==> src/rtl/event_readout_arbiter_if.sv <==
`default_nettype none
// ============================================================================
// event_readout_arbiter_if
// ----------------------------------------------------------------------------
// Bus bundle around the event readout arbiter: read side of the counter
// (header) FIFO, read side of the data FIFO, and the byte stream towards the
// transmit sender.
//   cfifo_*  : counter FIFO read port (rden out of master, dout/valid/empty in)
//   dfifo_*  : data FIFO read port   (rden out of master, dout/valid/empty in)
//   tx_*     : byte stream, transfer when tx_valid && tx_ready
// master = arbiter view, slave = FIFO/sender environment view.
// Revision: 1.0  initial release
// ============================================================================
interface event_readout_arbiter_if;
  logic       cfifo_rden;
  logic [7:0] cfifo_dout;
  logic       cfifo_valid;
  logic       cfifo_empty;
  logic       dfifo_rden;
  logic [7:0] dfifo_dout;
  logic       dfifo_valid;
  logic       dfifo_empty;
  logic [7:0] tx_data;
  logic       tx_valid;
  logic       tx_ready;
  logic       tx_sof;
  logic       tx_eof;

  modport master (
    output cfifo_rden, input cfifo_dout, input cfifo_valid, input cfifo_empty,
    output dfifo_rden, input dfifo_dout, input dfifo_valid, input dfifo_empty,
    output tx_data, output tx_valid, output tx_sof, output tx_eof, input tx_ready
  );

  modport slave (
    input cfifo_rden, output cfifo_dout, output cfifo_valid, output cfifo_empty,
    input dfifo_rden, output dfifo_dout, output dfifo_valid, output dfifo_empty,
    input tx_data, input tx_valid, input tx_sof, input tx_eof, output tx_ready
  );
endinterface
`default_nettype wire

==> src/rtl/event_readout_arbiter.sv <==
`default_nettype none
// ============================================================================
// event_readout_arbiter
// ----------------------------------------------------------------------------
// Streams one event as bytes: HDR_BYTES header bytes from the counter FIFO,
// then DATA_LEN bytes from the data FIFO, then pulses evt_ack and waits for
// evt_ready to drop before accepting the next event. A 4-entry skid buffer
// sits between the 1-cycle-latency FIFO reads and the tx stream.
// Ports:
//   clk, rst_n     : read-domain clock, asynchronous active-low reset
//   enable         : allows a new event to start (sampled in IDLE only)
//   evt_ready      : level, next event's header is complete
//   data_len       : data byte count, latched at event start
//   bus (master)   : counter FIFO, data FIFO and tx stream signals
//   evt_ack        : one-cycle pulse once the event is fully sent
//   busy           : block is not IDLE
//   evt_sent_cnt   : completed events, wraps
//   proto_err      : sticky FIFO protocol error
// Revision: 1.0  initial release
// ============================================================================
module event_readout_arbiter #(
  parameter int HDR_BYTES = 32,
  parameter int LEN_W     = 16
) (
  input  logic                    clk,
  input  logic                    rst_n,
  input  logic                    enable,
  input  logic                    evt_ready,
  input  logic [LEN_W-1:0]        data_len,
  event_readout_arbiter_if.master bus,
  output logic                    evt_ack,
  output logic                    busy,
  output logic [31:0]             evt_sent_cnt,
  output logic                    proto_err
);

  typedef enum logic [2:0] {
    S_IDLE    = 3'd0,
    S_HDR     = 3'd1,
    S_DATA    = 3'd2,
    S_DRAIN   = 3'd3,
    S_ACK     = 3'd4,
    S_RELEASE = 3'd5
  } state_t;

  // One extra bit so a full-scale data_len never wraps the issue counter.
  localparam logic [LEN_W:0] HDR_LEN = (LEN_W+1)'(HDR_BYTES);
  localparam logic [LEN_W:0] ONE     = {{LEN_W{1'b0}}, 1'b1};

  state_t           state, state_nxt;
  logic [LEN_W-1:0] len_q;
  logic [LEN_W:0]   issued, issued_inc, phase_len;
  logic             load_evt, clr_issued;
  logic             src_empty, room, issue, eof_tag;

  // Skid buffer entry: {data[7:0], sof, eof}
  logic [9:0]       fifo_mem [4];
  logic [1:0]       wr_ptr, rd_ptr;
  logic [2:0]       occ;
  logic [9:0]       head;
  logic             tx_vld;

  // Metadata for the single read that can be outstanding (1-cycle latency).
  logic             inflight, infl_dsrc, infl_eof, sof_pending;
  logic             src_valid;
  logic [7:0]       src_data;
  logic             push, pop, missing, stray;

  // ---------------------------------------------------------------- read issue
  always_comb begin
    src_empty  = (state == S_DATA) ? bus.dfifo_empty : bus.cfifo_empty;
    phase_len  = (state == S_DATA) ? {1'b0, len_q} : HDR_LEN;
    // Limit to 2 so the outstanding read plus this one always fit in 4 slots
    // even when tx_ready stays low.
    room       = ({1'b0, occ} + {3'b000, inflight}) <= 4'd2;
    issue      = ((state == S_HDR) || (state == S_DATA)) && !src_empty && room &&
                 (issued < phase_len);
    issued_inc = issued + ONE;
    eof_tag    = ((state == S_DATA) && (issued_inc == {1'b0, len_q})) ||
                 ((state == S_HDR) && (issued_inc == HDR_LEN) && (len_q == '0));
  end

  assign bus.cfifo_rden = issue && (state == S_HDR);
  assign bus.dfifo_rden = issue && (state == S_DATA);

  // ------------------------------------------------------------------ capture
  always_comb begin
    src_valid = infl_dsrc ? bus.dfifo_valid : bus.cfifo_valid;
    src_data  = infl_dsrc ? bus.dfifo_dout  : bus.cfifo_dout;
    push      = inflight && src_valid;
    missing   = inflight && !src_valid;
    // Any VALID that does not answer the outstanding read is dropped.
    stray     = (bus.cfifo_valid && !(inflight && !infl_dsrc)) ||
                (bus.dfifo_valid && !(inflight &&  infl_dsrc));
    pop       = tx_vld && bus.tx_ready;
  end

  // ------------------------------------------------------------------ tx side
  assign head         = fifo_mem[rd_ptr];
  assign tx_vld       = (occ != 3'd0);
  assign bus.tx_valid = tx_vld;
  assign bus.tx_data  = tx_vld ? head[9:2] : 8'h00;
  assign bus.tx_sof   = tx_vld && head[1];
  assign bus.tx_eof   = tx_vld && head[0];

  assign evt_ack = (state == S_ACK);
  assign busy    = (state != S_IDLE);

  // ------------------------------------------------------------- state logic
  always_comb begin
    state_nxt  = state;
    load_evt   = 1'b0;
    clr_issued = 1'b0;
    case (state)
      S_IDLE: begin
        if (evt_ready && enable) begin
          state_nxt  = S_HDR;
          load_evt   = 1'b1;
          clr_issued = 1'b1;
        end
      end
      // Leave on the cycle the final read issues so the next phase starts
      // reading immediately (no bubble at the header/data seam).
      S_HDR: begin
        if (issue && (issued_inc == HDR_LEN)) begin
          clr_issued = 1'b1;
          state_nxt  = (len_q == '0) ? S_DRAIN : S_DATA;
        end
      end
      S_DATA: begin
        if (issue && (issued_inc == {1'b0, len_q})) state_nxt = S_DRAIN;
      end
      S_DRAIN: begin
        if ((occ == 3'd0) && !inflight) state_nxt = S_ACK;
      end
      S_ACK:     state_nxt = S_RELEASE;
      S_RELEASE: begin
        if (!evt_ready) state_nxt = S_IDLE;
      end
      default:   state_nxt = S_IDLE;
    endcase
  end

  always_ff @(posedge clk or negedge rst_n) begin
    if (!rst_n) begin
      state        <= S_IDLE;
      len_q        <= '0;
      issued       <= '0;
      evt_sent_cnt <= 32'd0;
      proto_err    <= 1'b0;
    end else begin
      state <= state_nxt;
      if (load_evt) len_q <= data_len;
      if (clr_issued)  issued <= '0;
      else if (issue)  issued <= issued_inc;
      if (state == S_ACK) evt_sent_cnt <= evt_sent_cnt + 32'd1;
      if (missing || stray) proto_err <= 1'b1;
    end
  end

  // ------------------------------------------------------------ skid buffer
  always_ff @(posedge clk or negedge rst_n) begin
    if (!rst_n) begin
      wr_ptr      <= 2'd0;
      rd_ptr      <= 2'd0;
      occ         <= 3'd0;
      inflight    <= 1'b0;
      infl_dsrc   <= 1'b0;
      infl_eof    <= 1'b0;
      sof_pending <= 1'b0;
    end else begin
      inflight <= issue;
      if (issue) begin
        infl_dsrc <= (state == S_DATA);
        infl_eof  <= eof_tag;
      end
      // SOF follows the first header byte actually captured.
      if (load_evt)                 sof_pending <= 1'b1;
      else if (push && !infl_dsrc)  sof_pending <= 1'b0;
      if (push) wr_ptr <= wr_ptr + 2'd1;
      if (pop)  rd_ptr <= rd_ptr + 2'd1;
      occ <= occ + {2'b00, push} - {2'b00, pop};
    end
  end

  always_ff @(posedge clk) begin
    if (push) fifo_mem[wr_ptr] <= {src_data, (!infl_dsrc && sof_pending), infl_eof};
  end

endmodule
`default_nettype wire

==> src/flat_wrapper.sv <==
// flat-port wrapper written by rule: the top's interface ports become plain ports
module event_readout_arbiter_flat 
#(
  parameter int HDR_BYTES = 32,
  parameter int LEN_W     = 16
)
  (clk, rst_n, enable, evt_ready, data_len, evt_ack, busy, evt_sent_cnt, proto_err, bus_cfifo_rden, bus_cfifo_dout, bus_cfifo_valid, bus_cfifo_empty, bus_dfifo_rden, bus_dfifo_dout, bus_dfifo_valid, bus_dfifo_empty, bus_tx_data, bus_tx_valid, bus_tx_sof, bus_tx_eof, bus_tx_ready);
  event_readout_arbiter_if bus_i ();
  input  logic clk;
  input  logic rst_n;
  input  logic enable;
  input  logic evt_ready;
  input  logic [LEN_W-1:0] data_len;
  output logic evt_ack;
  output logic busy;
  output logic [31:0] evt_sent_cnt;
  output logic proto_err;
  output wire logic [$bits(bus_i.cfifo_rden)-1:0] bus_cfifo_rden;
  input wire logic [$bits(bus_i.cfifo_dout)-1:0] bus_cfifo_dout;
  input wire logic [$bits(bus_i.cfifo_valid)-1:0] bus_cfifo_valid;
  input wire logic [$bits(bus_i.cfifo_empty)-1:0] bus_cfifo_empty;
  output wire logic [$bits(bus_i.dfifo_rden)-1:0] bus_dfifo_rden;
  input wire logic [$bits(bus_i.dfifo_dout)-1:0] bus_dfifo_dout;
  input wire logic [$bits(bus_i.dfifo_valid)-1:0] bus_dfifo_valid;
  input wire logic [$bits(bus_i.dfifo_empty)-1:0] bus_dfifo_empty;
  output wire logic [$bits(bus_i.tx_data)-1:0] bus_tx_data;
  output wire logic [$bits(bus_i.tx_valid)-1:0] bus_tx_valid;
  output wire logic [$bits(bus_i.tx_sof)-1:0] bus_tx_sof;
  output wire logic [$bits(bus_i.tx_eof)-1:0] bus_tx_eof;
  input wire logic [$bits(bus_i.tx_ready)-1:0] bus_tx_ready;
  assign bus_cfifo_rden = bus_i.cfifo_rden;
  assign bus_i.cfifo_dout = bus_cfifo_dout;
  assign bus_i.cfifo_valid = bus_cfifo_valid;
  assign bus_i.cfifo_empty = bus_cfifo_empty;
  assign bus_dfifo_rden = bus_i.dfifo_rden;
  assign bus_i.dfifo_dout = bus_dfifo_dout;
  assign bus_i.dfifo_valid = bus_dfifo_valid;
  assign bus_i.dfifo_empty = bus_dfifo_empty;
  assign bus_tx_data = bus_i.tx_data;
  assign bus_tx_valid = bus_i.tx_valid;
  assign bus_tx_sof = bus_i.tx_sof;
  assign bus_tx_eof = bus_i.tx_eof;
  assign bus_i.tx_ready = bus_tx_ready;
  event_readout_arbiter #(.HDR_BYTES(HDR_BYTES), .LEN_W(LEN_W)) u_core (.clk(clk), .rst_n(rst_n), .enable(enable), .evt_ready(evt_ready), .data_len(data_len), .bus(bus_i), .evt_ack(evt_ack), .busy(busy), .evt_sent_cnt(evt_sent_cnt), .proto_err(proto_err));
endmodule
==> config.mk <==
export PLATFORM = sky130hd
export DESIGN_NAME = event_readout_arbiter_flat
export DESIGN_NICKNAME = d
export VERILOG_FILES = /design/src/rtl/event_readout_arbiter_if.sv /design/src/rtl/event_readout_arbiter.sv /design/src/flat_wrapper.sv
export SDC_FILE = /design/constraint.sdc
export NUM_CORES = 1
export LEC_CHECK = 0
export BUFFER_PORTS_ARGS = -buffer_cell sky130_fd_sc_hd__buf_2
export CAP_MARGIN = 10
export CORE_MARGIN = 3
export CORE_UTILIZATION = 58
export CTS_BUF_LIST = sky130_fd_sc_hd__clkbuf_4 sky130_fd_sc_hd__clkbuf_8 sky130_fd_sc_hd__clkbuf_16
export DETAILED_ROUTE_END_ITERATION = 8
export HOLD_SLACK_MARGIN = 0.08
export PLACE_DENSITY = 0.82
export SETUP_SLACK_MARGIN = 0.5
export SYNTH_ARGS = -nofsm -noshare
export SYNTH_HDL_FRONTEND = slang
export SYNTH_SLANG_ARGS = --single-unit
==> constraint.sdc <==
create_clock -name clk -period 3.7 [get_ports clk]
set_input_delay 0.74 -clock clk [delete_from_list [all_inputs] [get_ports clk]]
set_output_delay 0.74 -clock clk [all_outputs]
set_load 0.01 [all_outputs]
# Word-level counts from Yosys, hierarchy flattened
# Memory sizes are Yosys's and may differ from the RTL's.
# Index checks and enable logic that the tools add are counted.
[classes] muxes=22 order_cmp=2 n_eq_ne=12 add_sub_neg=7 reduce_logical=41
[op_table] operator="17-bit 2-to-1 mux" n=2
[op_table] operator="32-bit by 1-bit adder with 32-bit output, second input constant" n=1
[op_table] operator="1-bit logical AND" n=23
[op_table] operator="3-bit case mux with 6 select lines" n=1
[op_table] operator="17-bit by 1-bit adder with 17-bit output, second input constant" n=1
[op_table] operator="17-bit by 16-bit equality test with 1-bit output" n=1
[op_table] operator="17-bit by 6-bit equality test with 1-bit output, second input constant" n=1
[op_table] operator="17-bit less-than comparator" n=1
[op_table] operator="16-bit logical NOT" n=1
[op_table] operator="16-bit 2-to-1 mux" n=1
[op_table] operator="8-bit 2-to-1 mux" n=2
[op_table] operator="3-bit 2-to-1 mux" n=5
[op_table] operator="1-bit 2-to-1 mux" n=10
[op_table] operator="3-bit by 2-bit equality test with 1-bit output, second input constant" n=2
[op_table] operator="3-bit equality test, second input constant" n=2
[op_table] operator="1-bit logical NOT" n=6
[op_table] operator="3-bit logical NOT" n=2
[op_table] operator="2-bit != test, second input constant" n=3
[op_table] operator="3-bit nonzero test" n=2
[op_table] operator="5-bit AND reduction" n=1
[op_table] operator="2-bit by 1-bit adder with 2-bit output, second input constant" n=2
[op_table] operator="3-bit by 1-bit adder with 4-bit output" n=1
[op_table] operator="4-bit by 2-bit less-or-equal comparator with 1-bit output, second input constant" n=1
[op_table] operator="1-bit logical OR" n=4
[op_table] operator="other kinds (6)" n=8
[word_totals] mem_count=1 input_bits=41 reg_bits=80 output_inout_bits=48 ramBits=40 wordCells=97
[memory_table] memory="u_core.fifo_mem" depth=4 word_bits=10 rd=1 rd_ports_with_merged_regs=0 write_ports=1 line_no="event_readout_arbiter.sv:57" rtl="logic [9:0] fifo_mem [4];"

# Longest topological paths before layout
[depth] ltp_word=10 ltp_mapped=13 ltp_nobuf=10

# Worst setup path before layout
# Ideal clock, no wire load.
[synth_path] path_kind="register to output" from="reg u_core.state[0]" to="out bus_cfifo_rden" t_required_ns=2.960 path_slack_ns=0.327 n_path_buf=3 path_stages_with_launch=12 t_arrival_ns=2.633 cell_sequence="dfrtp_1 > buf_2 > nor3b_4 > clkbuf_1 > nand2_1 > ha_1 > nand4_1 > a211oi_1 > nor3_2 > o311a_2 > buf_2 > and2_1"
[synth_between] elab_chain_len=7 word_cells_on_any_way=11 cone_classes="order compare (1); eq/ne (2); mux (2); reduce/logical (6)"
[synth_lines] item="start: declaration" line_no="event_readout_arbiter.sv:50" rtl="state_t state, state_nxt;"
[synth_lines] item="start signal: assignment" line_no="event_readout_arbiter.sv:152" rtl="state <= state_nxt;"
[synth_lines] item="parallel branches: the longest is 5 deep, another holds 17-bit less-than comparator"
[synth_lines] item="1-bit logical AND *" line_no="event_readout_arbiter.sv:76" rtl="issue = ((state == S_HDR) || (state == S_DATA)) && !src_empty && room &&"
[synth_lines] item="named net u_core.issue" line_no="event_readout_arbiter.sv:54" rtl="logic src_empty, room, issue, eof_tag;"
[synth_lines] item="1-bit logical AND *" line_no="event_readout_arbiter.sv:83" rtl="assign bus.cfifo_rden = issue && (state == S_HDR);"
[synth_lines] item="end: declaration" line_no="flat_wrapper.sv:18" rtl="output wire logic [$bits(bus_i.cfifo_rden)-1:0] bus_cfifo_rden;"
# Mark *: on every way through the listed nets, which the timed path passes.

# Worst setup path after layout
[layout_path] from="reg u_core.state[1]" to="out bus_cfifo_rden"
[layout_between] elab_chain_len=7 word_cells_on_any_way=11 cone_classes="order compare (1); eq/ne (2); mux (2); reduce/logical (6)"
[layout_lines] item="parallel branches: the longest is 6 deep, another holds 17-bit less-than comparator"
[layout_lines] item="1-bit logical AND *" line_no="event_readout_arbiter.sv:83"
# Mark *: on every way between the ends.

==> report_table.html <==
<table>
<tr><th>Metric</th><th>Value</th></tr>
<tr><th colspan="2">Outcome</th></tr>
<tr><td>Status</td><td>completed</td></tr>
<tr><th colspan="2">Logic synthesis</th></tr>
<tr><td>Post-Synthesis Mean Instance Area</td><td>11.4 µm²</td></tr>
<tr><td>Number of enable flip-flop cells after synthesis</td><td>40</td></tr>
<tr><td>YS warnings</td><td>0</td></tr>
<tr><td>Combinational family with the most area after synthesis</td><td>simple AND/OR/NAND/NOR gates</td></tr>
<tr><td>Ys async rst share</td><td>approximately 67%</td></tr>
<tr><td>Netlist Area Pre-Place</td><td>approximately 0.0065 mm²</td></tr>
<tr><td>Fraction of synthesized area in multiplexers</td><td>8.03%</td></tr>
<tr><td>Xor/xnor cell area share of the yosys netlist</td><td>under 10%</td></tr>
<tr><td>Fraction of the mapped netlist area in adder cells</td><td>5.47%</td></tr>
<tr><td>Top flip-flop cell by instance count after synthesis</td><td>sky130_fd_sc_hd__dfrtp_1</td></tr>
<tr><td>Cell count after synthesis</td><td>around 570</td></tr>
<tr><td>Total of flip-flops plus latches after synthesis</td><td>120</td></tr>
<tr><td>Complex-gate fraction of the synthesized area</td><td>approximately 7.3%</td></tr>
<tr><td>Post-Syn Nets</td><td>~640</td></tr>
<tr><td>Distinct cell type count of the synthesized netlist</td><td>between 60 and 70</td></tr>
<tr><td>Post-synthesis sequential area ratio</td><td>49.0%</td></tr>
<tr><td>Post-Synth Simple-Gate Area</td><td>about 18%</td></tr>
<tr><th colspan="2">STA</th></tr>
<tr><td>Setup repair after global routing missed its margin</td><td>true</td></tr>
<tr><td>Final clock period utilization by the worst path</td><td>94.0%</td></tr>
<tr><td>Number of endpoints with negative hold slack in the final report</td><td>0</td></tr>
<tr><td>Minimum hold slack</td><td>between 0.4 and 0.5 ns</td></tr>
<tr><td>Minimum period implied by the final worst setup slack</td><td>roughly 3.5 ns</td></tr>
<tr><td>Final number of setup-violating endpoints</td><td>0</td></tr>
<tr><td>Transition at the pin with the smallest max-transition slack</td><td>1.04 ns</td></tr>
<tr><td>Clock tree skew after final layout</td><td>roughly 0.0083 ns</td></tr>
<tr><td>Rel. slew slack</td><td>30.6%</td></tr>
<tr><td>Number of pins exceeding their max-slew limit in the final report</td><td>0</td></tr>
<tr><td>Max frequency</td><td>0.287 GHz</td></tr>
<tr><td>Total negative setup slack</td><td>0 ns</td></tr>
<tr><th colspan="2">Critical path</th></tr>
<tr><td>Startpoint-to-endpoint class of the critical path</td><td>register to primary output</td></tr>
<tr><td>CP Max Fanout</td><td>7</td></tr>
<tr><td>Required time at the endpoint of the critical path</td><td>2.96 ns</td></tr>
<tr><td>Kind of start point of the critical path</td><td>register</td></tr>
<tr><td>Endpoint kind of the worst setup timing path</td><td>primary output</td></tr>
<tr><td>Critical path arrival</td><td>2.74 ns</td></tr>
<tr><th colspan="2">Detailed routing</th></tr>
<tr><td>WL per Instance</td><td>18.7 µm</td></tr>
<tr><td>Per-cell via count in the routed design</td><td>roughly 6.1</td></tr>
<tr><td>1st-iter DRT viols</td><td>400</td></tr>
<tr><td>Total via count in the routed design</td><td>4966</td></tr>
<tr><td>Remaining antenna violation count after routing</td><td>0</td></tr>
<tr><td>DRC violation count after routing</td><td>0</td></tr>
<tr><td>Total routed wirelength</td><td>about 15000 µm</td></tr>
<tr><td>Total iterations of the first detailed-routing run</td><td>4</td></tr>
<tr><th colspan="2">Pwr</th></tr>
<tr><td>Power density of the placed cells</td><td>slightly below 600 mW/mm²</td></tr>
<tr><td>Largest vdd supply drop</td><td>about 0.49 mV</td></tr>
<tr><td>Leakage power summed over all cells</td><td>3.33 nW</td></tr>
<tr><td>Sw Share</td><td>32.6%</td></tr>
<tr><td>Seq pwr share</td><td>a little over two fifths</td></tr>
<tr><td>Clock group share of total power</td><td>32.7%</td></tr>
<tr><td>Comb pwr share</td><td>25.7%</td></tr>
<tr><td>Int Power</td><td>approximately 3.1 mW</td></tr>
<tr><td>Net switching power of the design</td><td>between 1.5 and 2 mW</td></tr>
<tr><th colspan="2">Floorplan</th></tr>
<tr><td>Standard-cell row count</td><td>38</td></tr>
<tr><td>Top-level port count</td><td>just under 90</td></tr>
<tr><td>Height of the chip</td><td>about 110 µm</td></tr>
<tr><td>Core ar.</td><td>0.0109 mm²</td></tr>
<tr><td>Die outline area</td><td>between 0.01 and 0.015 mm²</td></tr>
<tr><td>Die X</td><td>roughly 110 µm</td></tr>
<tr><td>Initial core utilization</td><td>about 60%</td></tr>
<tr><th colspan="2">Clock network</th></tr>
<tr><td>Hold bufs inserted after CTS</td><td>0</td></tr>
<tr><td>Clock sink count</td><td>between 100 and 150</td></tr>
<tr><td>Number of buffers on the longest clock path</td><td>2</td></tr>
<tr><td>TritonCTS clock tree</td><td>yes</td></tr>
<tr><td>TritonCTS Buffers</td><td>17</td></tr>
<tr><td>H-tree depth</td><td>4</td></tr>
<tr><td>Root buffer cell</td><td>sky130_fd_sc_hd__clkbuf_16</td></tr>
<tr><td>Clock latency on the worst-skew pair</td><td>0.42 ns</td></tr>
<tr><td>Clock-pin slew reported for the worst setup and hold paths after clock tree synthesis</td><td>approximately 0.05 ns</td></tr>
<tr><th colspan="2">Layout</th></tr>
<tr><td>Fill cell count</td><td>744</td></tr>
<tr><td>Antenna Cells</td><td>0</td></tr>
<tr><td>Layout-stage area growth over the synthesis result</td><td>19.6%</td></tr>
<tr><td>Finished Core Util</td><td>about 70%</td></tr>
<tr><td>Layout cells sized above 1</td><td>28.0%</td></tr>
<tr><td>Final net count</td><td>around 740</td></tr>
<tr><th colspan="2">Global routing</th></tr>
<tr><td>Initial antenna violation count</td><td>0</td></tr>
<tr><td>Number of global-route vias before repair</td><td>5051</td></tr>
<tr><td>Sum of overflow across all layers after global routing</td><td>0</td></tr>
<tr><td>Maximum number of pins on one net before global-route repair</td><td>81</td></tr>
<tr><td>Global-route wire length before repair</td><td>25200 µm</td></tr>
<tr><td>Total global routing track utilization</td><td>between 20% and 30%</td></tr>
<tr><th colspan="2">Min path</th></tr>
<tr><td>Path category of the worst min-delay check</td><td>register to register</td></tr>
<tr><th colspan="2">Placed design</th></tr>
<tr><td>Post-DP HPWL</td><td>10300 µm</td></tr>
<tr><td>GP Congestion</td><td>0.932</td></tr>
<tr><td>Input/output buffers</td><td>between 80 and 90</td></tr>
<tr><th colspan="2">Run</th></tr>
<tr><td>Number of max-cap violations</td><td>0</td></tr>
</table>
routing by layer:
| layer | track usage (%) | wire length, µm |
|---|---|---|
| met2 | 43.7 | 7890 |
| met1 | 30.0 | 6090 |
| met5 | 0 | 0 |
| met3 | 5.93 | 852 |
| met4 | 12.0 | 495 |
per-stage QoR:
step	total power [mW]	cell area [µm²]	worst slack, ns	cells
detailed placement	3.07	7110	0.408	779
global placement	2.99	7110	0.509	779
CTS	4.61	7700	0.226	813
global route	4.87	7830	0.139	819
finish	4.64	7830	0.222	819
floorplan	2.69	6580	0.503	573
cell type report:
class	instances	area [µm²]	share of cell area, %
multi-input combinational	409	3240	41.5
sequential	120	3200	40.9
timing repair buffer	104	602	7.69
clock buffer	19	440	5.63
tap	140	175	2.24
clock inverter	13	108	1.38
inverter	14	52.6	0.672
what timing repair did:
action                     CTS  global route
setup buffers                2             6
pin swaps                    3            11
gates resized for setup      2            16
setup endpoints to repair    3             3
synthesized netlist by cell type, types with 3 or more instances:
cell type	n	area, µm²
sky130_fd_sc_hd__dfrtp_1	80	2000
sky130_fd_sc_hd__nand2_1	58	218
sky130_fd_sc_hd__edfxtp_1	40	1200
sky130_fd_sc_hd__xnor2_1	38	333
sky130_fd_sc_hd__xor2_1	34	298
sky130_fd_sc_hd__ha_1	27	338
sky130_fd_sc_hd__nand3_1	25	125
sky130_fd_sc_hd__and2_1	21	131
sky130_fd_sc_hd__a211oi_1	20	150
sky130_fd_sc_hd__mux2_2	16	180
sky130_fd_sc_hd__nand4_1	16	100
sky130_fd_sc_hd__o21ai_0	16	80.1
sky130_fd_sc_hd__buf_2	14	70.1
sky130_fd_sc_hd__nor2_1	14	52.6
sky130_fd_sc_hd__inv_1	13	48.8
sky130_fd_sc_hd__a21oi_1	12	60.1
sky130_fd_sc_hd__and3_1	10	62.6
sky130_fd_sc_hd__clkbuf_1	10	37.5
sky130_fd_sc_hd__mux4_2	10	225
sky130_fd_sc_hd__mux2_1	8	90.1
sky130_fd_sc_hd__nor3_1	8	40.0
sky130_fd_sc_hd__nor4_1	7	43.8
sky130_fd_sc_hd__and4_1	5	43.8
sky130_fd_sc_hd__nor3b_1	4	30.0
sky130_fd_sc_hd__a31oi_1	3	18.8
sky130_fd_sc_hd__buf_1	3	11.3
sky130_fd_sc_hd__mux2i_1	3	30.0
sky130_fd_sc_hd__nand2b_1	3	18.8
sky130_fd_sc_hd__nor2b_1	3	18.8
sky130_fd_sc_hd__o211ai_1	3	22.5
sky130_fd_sc_hd__or3_1	3	18.8
power groups by stage:
| stage | combinational [mW] | clock [mW] | sequential, mW |
|---|---|---|---|
| after floorplan | 0.943 | 0 | 1.74 |
| after global placement | 1.06 | 0 | 1.92 |
| after detailed placement | 1.13 | 0 | 1.94 |
| after CTS | 1.16 | 1.54 | 1.92 |
| after global routing | 1.32 | 1.59 | 1.96 |
| final | 1.19 | 1.52 | 1.93 |
logic make-up (layout without fill, tap and decap cells):
logic type | Yosys count | in the layout
xor gates and xnor gates | 72 | 72
buffers and inverters | 44 | 150
muxes | 37 | 37
adders and majority gates | 28 | 28
DFF | 120 | 120
AOI/OAI and AO/OA | 72 | 72
and+or+nand+nor | 200 | 200
registers in the layout (all words and copies together), names as in the netlist:
register and cells:
u_core.evt_sent_cnt 32, u_core.fifo_mem 40, u_core.infl_dsrc 1, u_core.infl_eof 1, u_core.inflight 1, u_core.issued 17
u_core.len_q 16, u_core.occ 3, u_core.proto_err 1, u_core.rd_ptr 2, u_core.sof_pending 1, u_core.state 3
u_core.wr_ptr 2
final timing paths:
kind / from / to / slack (ns) / depth (start not counted)
min in group asynchronous: rst_n / u_core.evt_sent_cnt[7]$_DFFE_PN0P_ / 0.50 / 1
max in group asynchronous: rst_n / u_core.issued[11]$_DFFE_PN0P_ / 2.52 / 1
setup reg to reg: u_core.state[0]$_DFFE_PN0P_ / u_core.state[1]$_DFFE_PN0P_ / 0.56 / 13
hold / removal: u_core.proto_err$_DFFE_PN0P_ / u_core.proto_err$_DFFE_PN0P_ / 0.47 / 1
hold reg to reg: u_core.proto_err$_DFFE_PN0P_ / u_core.proto_err$_DFFE_PN0P_ / 0.47 / 1
setup / recovery: u_core.state[1]$_DFFE_PN0P_ / bus_cfifo_rden / 0.22 / 11
placed cells by master, fill, tap and decap left out, drive strengths merged, types with 2 or more instances in the layout:
master	count
a211oi	20
and4	5
a31oi	3
nand2	58
dfrtp	80
or4	2
a41oi	2
a21oi	12
clkinvlp	5
nor3	10
or3	3
buf	104
ha	27
xnor2	38
o211ai	3
mux2	24
o32a	2
nor2	15
xor2	34
mux2i	3
and3	11
nor4	9
nand3	27
nor2b	3
nand2b	3
mux4	10
and2b	2
clkbuf	19
edfxtp	40
and2	21
inv	14
nor3b	8
clkinv	7
nand4b	2
nand4	17
a21boi	2
o21ai	19
worst max-delay path: stages (launching register included):
cell,delay [ns]
sky130_fd_sc_hd__dfrtp_1,0.37
sky130_fd_sc_hd__nor3b_4,0.16
sky130_fd_sc_hd__buf_12,0.14
sky130_fd_sc_hd__buf_8,0.12
sky130_fd_sc_hd__and2_4,0.16
sky130_fd_sc_hd__ha_4,0.25
sky130_fd_sc_hd__nand4_1,0.17
sky130_fd_sc_hd__a211oi_2,0.27
sky130_fd_sc_hd__nor3_2,0.08
sky130_fd_sc_hd__o311a_4,0.35
sky130_fd_sc_hd__and2_4,0.15
sky130_fd_sc_hd__buf_6,0.11
(Power assumes the default switching activity.)
